[src/rtl/activation_pkg.sv]
// Shared constants and types for the activation stage and its stream packer.
package activation_pkg;

    localparam int unsigned DATA_WIDTH  = 8;
    localparam int unsigned MATRIX_SIZE = 196;

    localparam logic [1:0] FUNC_RELU    = 2'b00;
    localparam logic [1:0] FUNC_SIGMOID = 2'b01;
    localparam logic [1:0] FUNC_TANH    = 2'b10;
    localparam logic [1:0] FUNC_SOFTMAX = 2'b11;

    typedef enum logic [1:0] {
        ST_IDLE  = 2'd0,
        ST_FILL  = 2'd1,
        ST_ISSUE = 2'd2
    } packer_state_t;

endpackage

[src/rtl/activation_stream_packer_if.sv]
// Configuration and element-stream handshakes feeding the packer.
interface activation_stream_packer_if #(
    parameter int unsigned DATA_WIDTH = activation_pkg::DATA_WIDTH
);
    logic                         cfg_valid;
    logic                         cfg_ready;
    logic [31:0]                  cfg_size;
    logic [1:0]                   cfg_func;
    logic                         s_valid;
    logic                         s_ready;
    logic signed [DATA_WIDTH-1:0] s_data;
    logic                         s_last;

    modport master (
        output cfg_valid, cfg_size, cfg_func, s_valid, s_data, s_last,
        input  cfg_ready, s_ready
    );

    modport slave (
        input  cfg_valid, cfg_size, cfg_func, s_valid, s_data, s_last,
        output cfg_ready, s_ready
    );
endinterface

[src/rtl/activation_stream_packer_fsm.sv]
// Packer control: IDLE/FILL/ISSUE sequencing, element count, handshakes, sticky errors.
module packer_fsm
    import activation_pkg::*;
#(
    parameter int unsigned SLOTS     = 196,
    parameter int unsigned CNT_WIDTH = 8
) (
    input  logic                 clk,
    input  logic                 rst,
    input  logic                 cfg_valid,
    input  logic [31:0]          cfg_size,
    input  logic                 s_valid,
    input  logic                 s_last,
    output logic                 cfg_ready,
    output logic                 s_ready,
    output logic                 cfg_take,
    output logic                 wr_en,
    output logic [CNT_WIDTH-1:0] count,
    output logic                 valid_out,
    output logic                 busy,
    output logic                 err_len,
    output logic                 err_cfg
);

    packer_state_t        state;
    packer_state_t        state_next;
    logic [CNT_WIDTH-1:0] size_q;
    logic                 cfg_ok;
    logic                 cfg_hs;
    logic                 s_hs;
    logic                 at_end;

    assign cfg_ok = (cfg_size != 32'd0) && (cfg_size <= 32'(SLOTS));
    assign cfg_hs = cfg_valid && cfg_ready;
    assign s_hs   = s_valid && s_ready;
    // size_q fits CNT_WIDTH because only in-range sizes are ever latched
    assign at_end = (count == size_q - CNT_WIDTH'(1));

    always_ff @(posedge clk or posedge rst) begin
        if (rst) state <= ST_IDLE;
        else     state <= state_next;
    end

    always_comb begin
        state_next = state;
        case (state)
            ST_IDLE:  if (cfg_hs && cfg_ok) state_next = ST_FILL;
            ST_FILL:  if (s_hs && (at_end || s_last)) state_next = ST_ISSUE;
            ST_ISSUE: state_next = ST_IDLE;
            default:  state_next = ST_IDLE;
        endcase
    end

    always_comb begin
        cfg_ready = 1'b0;
        s_ready   = 1'b0;
        valid_out = 1'b0;
        busy      = 1'b0;
        case (state)
            ST_IDLE:  cfg_ready = !rst;
            ST_FILL:  begin s_ready = !rst; busy = 1'b1; end
            ST_ISSUE: begin valid_out = 1'b1; busy = 1'b1; end
            default:  busy = 1'b0;
        endcase
    end

    assign cfg_take = cfg_hs && cfg_ok;
    assign wr_en    = s_hs;

    always_ff @(posedge clk or posedge rst) begin
        if (rst) begin
            count   <= '0;
            size_q  <= '0;
            err_len <= 1'b0;
            err_cfg <= 1'b0;
        end else begin
            if (cfg_take) begin
                count  <= '0;
                size_q <= CNT_WIDTH'(cfg_size);
            end else if (s_hs) begin
                count <= count + CNT_WIDTH'(1);
            end
            if (cfg_hs && !cfg_ok)              err_cfg <= 1'b1;
            if (s_hs && (s_last != at_end))     err_len <= 1'b1;
        end
    end

endmodule

[src/rtl/activation_stream_packer.sv]
// Collects a byte-serial element stream into a zero-filled matrix and issues it as one pulse.
module activation_stream_packer #(
    parameter int unsigned DATA_WIDTH  = activation_pkg::DATA_WIDTH,
    parameter int unsigned MATRIX_SIZE = activation_pkg::MATRIX_SIZE,
    parameter int unsigned CNT_WIDTH   = 8
) (
    input  logic                         clk,
    input  logic                         rst,
    activation_stream_packer_if.slave    bus,
    output logic signed [DATA_WIDTH-1:0] matrix_out [MATRIX_SIZE],
    output logic [31:0]                  matrix_size_out,
    output logic [1:0]                   func_sel_out,
    output logic                         valid_out,
    output logic                         busy,
    output logic                         err_len,
    output logic                         err_cfg
);

    logic                 cfg_ready;
    logic                 s_ready;
    logic                 cfg_take;
    logic                 wr_en;
    logic [CNT_WIDTH-1:0] count;

    assign bus.cfg_ready = cfg_ready;
    assign bus.s_ready   = s_ready;

    packer_fsm #(
        .SLOTS     (MATRIX_SIZE),
        .CNT_WIDTH (CNT_WIDTH)
    ) u_fsm (
        .clk       (clk),
        .rst       (rst),
        .cfg_valid (bus.cfg_valid),
        .cfg_size  (bus.cfg_size),
        .s_valid   (bus.s_valid),
        .s_last    (bus.s_last),
        .cfg_ready (cfg_ready),
        .s_ready   (s_ready),
        .cfg_take  (cfg_take),
        .wr_en     (wr_en),
        .count     (count),
        .valid_out (valid_out),
        .busy      (busy),
        .err_len   (err_len),
        .err_cfg   (err_cfg)
    );

    // Buffer holds the issued matrix until the next accepted config clears it
    always_ff @(posedge clk or posedge rst) begin
        if (rst) begin
            for (int unsigned i = 0; i < MATRIX_SIZE; i++) matrix_out[i] <= '0;
            matrix_size_out <= '0;
            func_sel_out    <= '0;
        end else if (cfg_take) begin
            for (int unsigned i = 0; i < MATRIX_SIZE; i++) matrix_out[i] <= '0;
            matrix_size_out <= bus.cfg_size;
            func_sel_out    <= bus.cfg_func;
        end else if (wr_en) begin
            for (int unsigned i = 0; i < MATRIX_SIZE; i++) begin
                if (count == CNT_WIDTH'(i)) matrix_out[i] <= bus.s_data;
            end
        end
    end

endmodule

[src/flat_wrapper.sv]
// flat-port wrapper written by rule: the top's interface ports become plain ports
module activation_stream_packer_flat 
#(
    parameter int unsigned DATA_WIDTH  = activation_pkg::DATA_WIDTH,
    parameter int unsigned MATRIX_SIZE = activation_pkg::MATRIX_SIZE,
    parameter int unsigned CNT_WIDTH   = 8
)
  (clk, rst, matrix_out, matrix_size_out, func_sel_out, valid_out, busy, err_len, err_cfg, bus_cfg_valid, bus_cfg_size, bus_cfg_func, bus_s_valid, bus_s_data, bus_s_last, bus_cfg_ready, bus_s_ready);
  activation_stream_packer_if #(.DATA_WIDTH(DATA_WIDTH)) bus_i ();
  input  logic clk;
  input  logic rst;
  output logic signed [DATA_WIDTH-1:0] matrix_out[MATRIX_SIZE];
  output logic [31:0] matrix_size_out;
  output logic [1:0] func_sel_out;
  output logic valid_out;
  output logic busy;
  output logic err_len;
  output logic err_cfg;
  input wire logic [$bits(bus_i.cfg_valid)-1:0] bus_cfg_valid;
  input wire logic [$bits(bus_i.cfg_size)-1:0] bus_cfg_size;
  input wire logic [$bits(bus_i.cfg_func)-1:0] bus_cfg_func;
  input wire logic [$bits(bus_i.s_valid)-1:0] bus_s_valid;
  input wire logic [$bits(bus_i.s_data)-1:0] bus_s_data;
  input wire logic [$bits(bus_i.s_last)-1:0] bus_s_last;
  output wire logic [$bits(bus_i.cfg_ready)-1:0] bus_cfg_ready;
  output wire logic [$bits(bus_i.s_ready)-1:0] bus_s_ready;
  assign bus_i.cfg_valid = bus_cfg_valid;
  assign bus_i.cfg_size = bus_cfg_size;
  assign bus_i.cfg_func = bus_cfg_func;
  assign bus_i.s_valid = bus_s_valid;
  assign bus_i.s_data = bus_s_data;
  assign bus_i.s_last = bus_s_last;
  assign bus_cfg_ready = bus_i.cfg_ready;
  assign bus_s_ready = bus_i.s_ready;
  activation_stream_packer #(.DATA_WIDTH(DATA_WIDTH), .MATRIX_SIZE(MATRIX_SIZE), .CNT_WIDTH(CNT_WIDTH)) u_core (.clk(clk), .rst(rst), .bus(bus_i), .matrix_out(matrix_out), .matrix_size_out(matrix_size_out), .func_sel_out(func_sel_out), .valid_out(valid_out), .busy(busy), .err_len(err_len), .err_cfg(err_cfg));
endmodule
[config.mk]
export PLATFORM = sky130hd
export DESIGN_NAME = activation_stream_packer_flat
export DESIGN_NICKNAME = d
export VERILOG_FILES = /design/src/rtl/activation_pkg.sv /design/src/rtl/activation_stream_packer_if.sv /design/src/rtl/activation_stream_packer_fsm.sv /design/src/rtl/activation_stream_packer.sv /design/src/flat_wrapper.sv
export SDC_FILE = /design/constraint.sdc
export NUM_CORES = 2
export LEC_CHECK = 0
export CORE_AREA = 2 2 644 646
export CTS_BUF_LIST = sky130_fd_sc_hd__clkbuf_4
export CTS_CLUSTER_DIAMETER = 120
export DETAILED_ROUTE_END_ITERATION = 8
export DIE_AREA = 0 0 646 648
export GPL_TIMING_DRIVEN = 0
export HOLD_SLACK_MARGIN = 0.12
export REMOVE_ABC_BUFFERS = 1
export SLEW_MARGIN = 25
export SYNTH_ARGS = -nofsm -noshare
export SYNTH_HDL_FRONTEND = slang
export SYNTH_SLANG_ARGS = --single-unit
[constraint.sdc]
create_clock -name clk -period 117.9 [get_ports clk]
set_clock_uncertainty 0.2 [all_clocks]
set_input_delay 17.685 -clock clk [delete_from_list [all_inputs] [get_ports clk]]
set_output_delay 17.685 -clock clk [all_outputs]
set_load 0.005 [all_outputs]
==> impl_metrics.env <==
export IMPL_detail_route_antenna_nets=0
export IMPL_fin_total_pwr_mw=1.122
export IMPL_stdcell_count=15050
export IMPL_ctsLongestPathBuffers=4
export IMPL_cts_tree="yes"
export IMPL_root_buffer="clkbuf_4"
export IMPL_cts_buffers=451
export IMPL_totalWireLength_um=312500
export IMPL_nets=9267
export IMPL_p_comb_share_pct=3.4
export IMPL_maxCapViolations=0
export IMPL_end_kind="primary output"
export IMPL_cts_repair_resized=0
export IMPL_synth_edf_count=0
export IMPL_synth_area_leaders="dfrtp_1 (60%), a21oi_1 (12%), nand2_1 (9.2%)"
export IMPL_cp_slowest_cell="clkdlybuf4s50_1"
export IMPL_yosysUniqueCellTypes=43
export IMPL_cts_sinks=1614
export IMPL_tightestPinTransition_ns=1.055
export IMPL_hp_class="reg -> reg"
export IMPL_pwr_share_clk_pct=47.2
export IMPL_rows=236
export IMPL_p_sw_mw=0.2900
export IMPL_synth_commonest_cells="nand2_1 (1659), dfrtp_1 (1614), a21oi_1 (1572)"
export IMPL_fmax_ghz=0.02647
export IMPL_synthArstFlopShare_pct=100.0
export IMPL_setup_violations=0
export IMPL_h_tree_depth=5
export IMPL_drive_gt1_share_pct=13.02
export IMPL_drc_errors=0
export IMPL_synth_top_area_share_pct=59.80
export IMPL_wl_per_cell_um=20.77
export IMPL_first_pass_iters=5
export IMPL_finalSetupTns_ns=0
export IMPL_drt_iter0_drc=5522
export IMPL_die_height_um=648
export IMPL_cpPeakStageDelay_ns=0.84
export IMPL_gp_congestion=0.7882
export IMPL_start_kind="input port"
export IMPL_final_util_pct=23.91
export IMPL_initial_core_util_pct=16.40
export IMPL_antenna_found_initial=20
export IMPL_cts_setup_buffers=0
export IMPL_dp_cells=14230
export IMPL_syn_area_um2=67540
export IMPL_max_slew_margin_pct=29.67
export IMPL_vias_per_cell=4.292
export IMPL_dr_total_vias=64580
export IMPL_required_ns=100.02
export IMPL_period_needed_ns=37.78
export IMPL_slew_violations=0
export IMPL_synth_seq_cells=1614
export IMPL_switching_share_pct=25.85
export IMPL_seq_area_frac_synth_pct=59.80
export IMPL_dieArea_um2=418600
export IMPL_crit_type="in -> out"
export IMPL_yosysMostFrequentCell="nand2_1"
export IMPL_die_w_um=646
export IMPL_hold_viol_final=0
export IMPL_critPathArrivalTime_ns=19.89
export IMPL_internal_power_mw=0.8320
export IMPL_fin_crit_sh_pct=32.04
export IMPL_track_usage_pct=14.11
export IMPL_ys_warnings_count=0
export IMPL_insertion_delay_ns=1.42
export IMPL_grt_pass1_vias=62920
export IMPL_synthCells=7454
export IMPL_synth_area_per_cell_um2=9.062
export IMPL_hpwlAfterDp_um=218800
export IMPL_p_seq_share_pct=49.4
export IMPL_core_area_um2=411900
export IMPL_path_max_fanout=4
export IMPL_r2r_slack_ns=107.83
export IMPL_rsz0062_at_grt="no"
export IMPL_cts_reportedPaths_clkPinSlew_ns=0.06
export IMPL_grt_pass1_wl_um=444200
export IMPL_syn2layout_area_growth_pct=45.83
export IMPL_ios=1655
export IMPL_status="completed"
export IMPL_holdBufCountCts=0
export IMPL_critPathMostFrequentCell="clkdlybuf4s50_1"
export IMPL_worst_hold_slack_ns=0.2780
export IMPL_worstPathCellList="clkdlybuf4s50_1 > nor2b_1 > clkdlybuf4s50_1"
export IMPL_io_buffers=1654
export IMPL_synth_top_flop_cell="dfrtp_1"
export IMPL_grt_start_max_net_pins=94
export IMPL_leakage_nw=40.15
export IMPL_peakVddDrop_v=0.000009717
export IMPL_power_density_nw_per_um2=11.39
export IMPL_grt_remaining_overflow=0
export IMPL_yosysTopAreaCell="dfrtp_1"
==> sequential cells by signal (all words and copies together) (netlist names) <==
register	flops
u_core.u_fsm.err_cfg	1
u_core.func_sel_out	2
u_core.matrix_out	1568
u_core.matrix_size_out	25
u_core.u_fsm.err_len	1
u_core.u_fsm.count	8
u_core.u_fsm.state	2
u_core.u_fsm.size_q	7
==> worst paths after layout <==
check	from	endpoint	cells past startpoint
worst min-delay path	u_core.u_fsm.err_cfg	u_core.u_fsm.err_cfg	1
worst min register to register	u_core.u_fsm.err_cfg	u_core.u_fsm.err_cfg	1
worst max register to register	u_core.u_fsm.state[1]	u_core.matrix_out[624]	43
min in group asynchronous	rst	u_core.matrix_out[1537]	2
max in group asynchronous	rst	u_core.matrix_out[479]	9
worst max-delay path	rst	bus_cfg_ready	3
==> critical path: cells and delay by family <==
family,cells,cell delay (ns)
simple gates,1,0.64
buf+inv,2,1.54
==> metrics by stage <==
stage	instance area [µm²]	setup WS [ns]
after detailed placement	92710	79.83
after CTS	98450	79.83
after global routing	98460	79.95
after floorplan	64440	-13.52
final	98500	80.12
after global placement	87840	-93.13
==> power groups by stage <==
| stage | sequential (mW) | combinational, mW | clock [mW] |
|---|---|---|---|
| 2_1_floorplan | 0.567 | 0.0105 | 0 |
| 3_3_place_gp | 0.568 | 0.0340 | 0 |
| 3_5_place_dp | 0.565 | 0.0388 | 0 |
| 4_1_cts | 0.555 | 0.0388 | 0.549 |
| 5_1_grt | 0.554 | 0.0408 | 0.579 |
| 6_report | 0.555 | 0.0381 | 0.529 |
==> layout make-up <==
| cell class | instances | area, µm² |
|---|---|---|
| fill | 44620 | 313400 |
| sequential | 1614 | 40390 |
| multi-input combinational | 5101 | 24340 |
| timing repair buffer | 2032 | 21080 |
| tap | 5474 | 6849 |
| clock buffer | 677 | 5082 |
| clock inverter | 118 | 660.6 |
| antenna | 21 | 52.55 |
| inverter | 10 | 45.04 |
==> layout by cell type (no fill, tap or decap), types with 21 or more instances in the layout <==
master,netlist,layout
nand3_1,419,417
nor2_2,54,57
clkdlybuf4s50_1,0,1646
nor2_4,35,44
clkbuf_4,0,677
diode_2,0,21
buf_4,9,69
and2_1,24,24
nor2_1,78,66
o21ai_0,1153,1153
buf_2,222,178
nand2_1,1659,1650
a21oi_1,1572,1572
dfrtp_1,1614,1612
buf_16,0,81
buf_12,0,30
clkinv_1,0,80
==> per-layer routing <==
metal  up-vias  track usage (%)  routed length (µm)
met5         -                0                 109
met4        16            8.338               20230
met3       770            3.915               24780
met2      2821            23.07              147900
met1     31830            16.49              119400
li1      29150                -                   -
==> kinds of logic after synthesis <==
kind of cell	share of synthesized area [%]
flops	59.80
compound gates	20.35
simple gates	14.76
mux	0.01667
fa+ha+maj	0.1852
buf+inv	4.657
xor+xnor	0.2334
Power figures use the tool's default switching activity.
